File: config.mk
export PLATFORM = sky130hd
export DESIGN_NAME = char_buf_writer
export DESIGN_NICKNAME = d
export VERILOG_FILES = /design/src/rtl/char_buf_writer.sv
export SDC_FILE = /design/constraint.sdc
export NUM_CORES = 1
export LEC_CHECK = 0
export BUFFER_PORTS_ARGS = -buffer_cell sky130_fd_sc_hd__buf_2
export CORE_MARGIN = 2
export CORE_UTILIZATION = 55
export DETAILED_ROUTE_END_ITERATION = 6
export PLACE_DENSITY = 0.75
export SLEW_MARGIN = 20
export SYNTH_ARGS = -nofsm -noshare
export SYNTH_HDL_FRONTEND = slang
export SYNTH_SLANG_ARGS = --single-unit
File: constraint.sdc
create_clock -name clk -period 2.15 [get_ports clk]
set_clock_uncertainty 0.05 [all_clocks]
set_input_delay 0.1075 -clock clk [delete_from_list [all_inputs] [get_ports clk]]
set_output_delay 0.1075 -clock clk [all_outputs]
set_load 0.05 [all_outputs]
File: src/rtl/char_buf_writer.sv
// char_buf_writer
//   Double-buffered text line writer. Bytes from a source are mapped to
//   glyph codes and written into a shadow line. A newline requests a commit,
//   which copies the shadow line into the display line on the next vsync
//   rising edge. Form feed clears the shadow line. The renderer reads the
//   display line through a registered read port that works in every state.
//
// Ports
//   clk       in   system clock, rising edge
//   rst_n     in   asynchronous active-low reset
//   in_data   in   8-bit ASCII byte
//   in_valid  in   in_data valid
//   in_ready  out  byte accepted this cycle (high only in IDLE)
//   vsync     in   frame sync level
//   rd_addr   in   display cell index
//   rd_code   out  glyph code of cell rd_addr, one cycle later
//   cursor    out  next shadow write position
//   overflow  out  sticky flag: printable byte dropped at full line
//
// state     | meaning
// ----------+-----------------------------------------------------------
// S_IDLE    | accept bytes, write shadow, move cursor
// S_CLEAR   | zero shadow cells 0..LENGTH-1, one per cycle
// S_WAIT_VS | commit pending, wait for vsync rising edge
// S_COPY    | copy shadow cells into display, one per cycle
module char_buf_writer #(
  parameter int LENGTH = 11
) (
  input  logic       clk,
  input  logic       rst_n,
  input  logic [7:0] in_data,
  input  logic       in_valid,
  output logic       in_ready,
  input  logic       vsync,
  input  logic [7:0] rd_addr,
  output logic [5:0] rd_code,
  output logic [7:0] cursor,
  output logic       overflow
);

  localparam int              AW   = (LENGTH > 1) ? $clog2(LENGTH) : 1;
  localparam logic [7:0]      LEN8 = 8'(LENGTH);
  localparam logic [AW-1:0]   LAST = AW'(LENGTH - 1);

  typedef enum logic [1:0] {
    S_IDLE,
    S_CLEAR,
    S_WAIT_VS,
    S_COPY
  } state_t;

  state_t        state;
  logic [5:0]    shadow  [LENGTH];
  logic [5:0]    display [LENGTH];
  logic [AW-1:0] idx;
  logic          vsync_q;

  logic          vs_rise;
  logic          accept;
  logic          is_ctrl;
  logic [5:0]    code;
  logic [AW-1:0] cur_idx;
  logic [AW-1:0] cur_m1_idx;

  // Space -> 0, digits -> 1..10, letters (either case) -> 11..36,
  // everything else printable (including bytes >= 0x80) -> 37.
  function automatic logic [5:0] map_code(input logic [7:0] b);
    logic [5:0] c;
    c = 6'd37;
    if (b == 8'h20)
      c = 6'd0;
    else if (b >= 8'h30 && b <= 8'h39)
      c = 6'(b - 8'h2F);
    else if (b >= 8'h61 && b <= 8'h7A)
      c = 6'(b - 8'h56);
    else if (b >= 8'h41 && b <= 8'h5A)
      c = 6'(b - 8'h36);
    return c;
  endfunction

  always_comb begin
    vs_rise    = vsync & ~vsync_q;
    accept     = in_valid & in_ready;
    is_ctrl    = (in_data < 8'h20) || (in_data == 8'h7F);
    code       = map_code(in_data);
    cur_idx    = cursor[AW-1:0];
    cur_m1_idx = cur_idx - AW'(1);
  end

  always_ff @(posedge clk or negedge rst_n) begin
    if (!rst_n) begin
      state    <= S_IDLE;
      in_ready <= 1'b1;
      cursor   <= 8'd0;
      overflow <= 1'b0;
      idx      <= '0;
      vsync_q  <= 1'b0;
      for (int i = 0; i < LENGTH; i++) begin
        shadow[i]  <= 6'd0;
        display[i] <= 6'd0;
      end
    end else begin
      vsync_q <= vsync;
      case (state)
        S_IDLE: begin
          if (accept) begin
            if (!is_ctrl) begin
              if (cursor < LEN8) begin
                shadow[cur_idx] <= code;
                cursor          <= cursor + 8'd1;
              end else begin
                overflow <= 1'b1;
              end
            end else begin
              case (in_data)
                8'h08: begin
                  if (cursor != 8'd0) begin
                    cursor             <= cursor - 8'd1;
                    shadow[cur_m1_idx] <= 6'd0;
                  end
                end
                8'h0C: begin
                  state    <= S_CLEAR;
                  in_ready <= 1'b0;
                  idx      <= '0;
                end
                8'h0A: begin
                  state    <= S_WAIT_VS;
                  in_ready <= 1'b0;
                end
                default: ;
              endcase
            end
          end
        end

        S_CLEAR: begin
          shadow[idx] <= 6'd0;
          if (idx == LAST) begin
            state    <= S_IDLE;
            in_ready <= 1'b1;
            cursor   <= 8'd0;
          end else begin
            idx <= idx + AW'(1);
          end
        end

        // vsync_q is already high if vsync was high on entry, so a level
        // that was high before the request never counts as an edge.
        S_WAIT_VS: begin
          if (vs_rise) begin
            state <= S_COPY;
            idx   <= '0;
          end
        end

        S_COPY: begin
          display[idx] <= shadow[idx];
          if (idx == LAST) begin
            state    <= S_IDLE;
            in_ready <= 1'b1;
            cursor   <= 8'd0;
            overflow <= 1'b0;
          end else begin
            idx <= idx + AW'(1);
          end
        end

        default: begin
          state    <= S_IDLE;
          in_ready <= 1'b1;
        end
      endcase
    end
  end

  // Read port is decoupled from the FSM; it sees display updates from COPY
  // one cycle after they land.
  always_ff @(posedge clk or negedge rst_n) begin
    if (!rst_n)
      rd_code <= 6'd0;
    else if (rd_addr < LEN8)
      rd_code <= display[rd_addr[AW-1:0]];
    else
      rd_code <= 6'd0;
  end

endmodule

==> metrics.yaml <==
finalSetupViolations: 74
required_ps: 2400
cts_inserted_buffers: 17
cp-endpoint: "shadow[65]"
die_w_um: 133
diodes: 0
final.period_utilization_pct: 117
die-height_um: 133
whs_path_depth: 4
clk_pin_slew_worst_paths_ps: 80
worst_skew_pair.late_latency_ps: 440
ys_types: 76
peakVddDrop_v: 0.00113
crit_path_end_kind: "flip-flop"
fin_nets: 1207
cts.sinks: 155
vias: 9396
drc: 0
max_cap_viol_count: 0
yosys_most_used_dff: "dfrtp_1"
gr-usage-met2_pct: 56.1
crit_type: "flip-flop to flip-flop"
area_delta_synth_final_pct: 34.5
met3_usage_pct: 7.97
htree_levels: 4
ant_nets: 0
fin_crit_ps: 2520
worst_pin_slew_ps: 784
rr_startpoint: "cursor[7]"
rsz0062_at_grt: "true"
drive_above_1_share_pct: 34.3
power.total_mw: 19.3
drt_iter0_drc: 1226
crit_path_start: "cursor[7]"
syn_nets: 1026
core_um2: 16400
fin_ws_ps: -367
p_leak_nw: 5.37
grt_pass1_vias: 9069
yosys_warnings: 0
rr_worst_depth: 8
relSlewSlack_pct: 47.7
grt_max_degree: 64
port_buffers: 35
avgViaCountPerCell: 6.70
hpwlAfterDp_um: 20300
track_usage_pct: 34.4
outcome: "finished, violations left"
routed_wl_um: 31400
place_inst: 1348
io_pins: 36
row_count: 47
violations: "setup timing"
wire_per_inst_um: 22.4
yosys_register_bits: 155
drv_slew: 0
critPathMaxFanout: 7
async_reset_ff_share_pct: 100
timing.fmax_ghz: 0.397
cts_root_buf: "clkbuf_16"
clockBufferDepth: 2
r2r_slack_ps: -370
min_path_type: "primary input to flip-flop"
hold_violations: 0
syn_avg_cell_area_um2: 9.22
crit_arrival_ps: 2770
initial_core_util_pct: 55.6
tns_ps: -12360
critPathLaunchType: "flip-flop"
grt-ovfl-total: 0
power.density_nw_per_um2: 1570
grt_pass1_wl_um: 47500
netlist_area_um2: 9120
hold_slack_ps: 82.9
worstHoldStart: "rd_addr[7]"
syn-instance-count: 989
synth-seq-area-share_pct: 42.5
cts_tree: "built"
fin_cells: 1403
worst_r2r_endpoint: "shadow[65]"
grt_most_used_layer: "met2"
dr.pass1.iters: 6
dieArea_um2: 17600
antenna_found_initial: 0
synth_edf_count: 0
use_met1_pct: 42.8
place.gp.congestion: 1.02
==> where the power goes <==
part	switching [mW]	internal (mW)
Combinational	6.43	4.91
Sequential	0.931	4.09
Clock	1.40	1.53
Total	8.75	10.5
==> placed cells by master (no fill, tap or decap), drive strengths merged, types with 8 or more instances in the layout <==
master,Yosys,final
buf,25,225
dfrtp,154,154
a21oi,134,134
nor2,131,131
nand2,90,90
o21ai,43,43
nand3,32,32
inv,22,29
mux4,24,24
a21o,23,23
a221oi,22,22
mux2i,20,20
clkbuf,41,18
a22o,17,17
ha,16,16
nor3,15,15
o22ai,15,15
nor2b,14,14
a211oi,13,13
nand2b,10,10
and3,10,10
a31oi,9,9
o211ai,8,8
==> per-stage QoR <==
step / utilization (%) / area (um2) / setup WS, ps
floorplan: - / 9250 / -336
global placement: 65.6 / 10800 / -389
detailed placement: 65.6 / 10800 / -476
CTS: 72.1 / 11800 / -213
global route: 74.7 / 12300 / -435
finish: 74.7 / 12300 / -367
==> worst min path at each step <==
| stage | end | slack, ps |
|---|---|---|
| floorplan | cursor[0] | -240 |
| global placement | display[57] | 100 |
| detailed placement | display[57] | 100 |
| CTS | rd_code[4] | 70 |
| global route | rd_code[0] | 100 |
| finish | rd_code[5] | 80 |
==> cells in the mapped netlist (6+ instances only) <==
library cell  number  area share [%]
and2_1             6            0.41
buf_2             16            0.88
o211ai_1           6            0.49
nand2_1           90             3.7
o31ai_1            7            0.58
nor3_1            14            0.77
xor2_1             7            0.67
clkbuf_1          41             1.7
a31oi_1            9            0.62
mux2i_1           20             2.2
o22a_1             6            0.58
a21o_1            23             1.9
o22ai_1           14            0.96
a21oi_1          133             7.3
inv_1             21            0.86
nand2b_1          10            0.69
a221oi_1          22             2.1
a211oi_1          12            0.99
a22o_1            17             1.6
mux4_2            24             5.9
o21ai_0           39             2.1
a221o_1            7            0.77
and3_1            10            0.69
dfrtp_1          154              42
nor2_1           131             5.4
ha_1              16             2.2
nand3_1           31             1.7
o2bb2ai_1          6            0.58
o21a_1             6            0.49
nor2b_1           14            0.96
==> layer usage <==
metal  part of all wire [%]  vias to the layer above
met2                     48                      675
li1                       -                     4036
met3                    9.3                      171
met1                     37                     4514
met5                      0                        -
met4                    5.6                        0
==> kinds of logic after synthesis <==
kind of cell,after synthesis,synth area share (%)
buffers and inverters,89,4.17
xor gates and xnor gates,9,0.864
AOI/OAI and AO/OA,347,25.5
DFF,155,42.5
adders and majority gates,17,2.41
and+or+nand+nor,328,16.4
muxes,44,8.12
==> area by class of cell <==
cell class / count / area [um2]
multi-input combinational: 745 / 5560
timing repair buffer: 228 / 1890
fill: 1032 / 4140
clock inverter: 14 / 131
sequential: 155 / 3890
clock buffer: 18 / 429
tap: 220 / 275
inverter: 23 / 86.3
==> timing repair <==
item	CTS	global route
pin swaps	32	42
hold buffers	3	0
resized for setup	90	72
endpoints found under the setup margin	74	93
hold endpoints to repair	66	0
buffers inserted	8	13
gates cloned	0	0
==> worst max-delay path, cell delays in order, from the launching register on <==
cell      delay, ps
dfrtp_2         410
or4_4           590
a21o_4          240
o211ai_4        230
buf_8           190
buf_12          110
nand3_4          90
a311oi_2        320
o22ai_1         150
==> sequential cells by signal, summed over array words and instances, names as in the netlist <==
register  cells
display      66
shadow       66
cursor        8
rd_code       6
idx           4
state         2
in_ready      1
overflow      1
vsync_q       1
(Power assumes the default switching activity.)
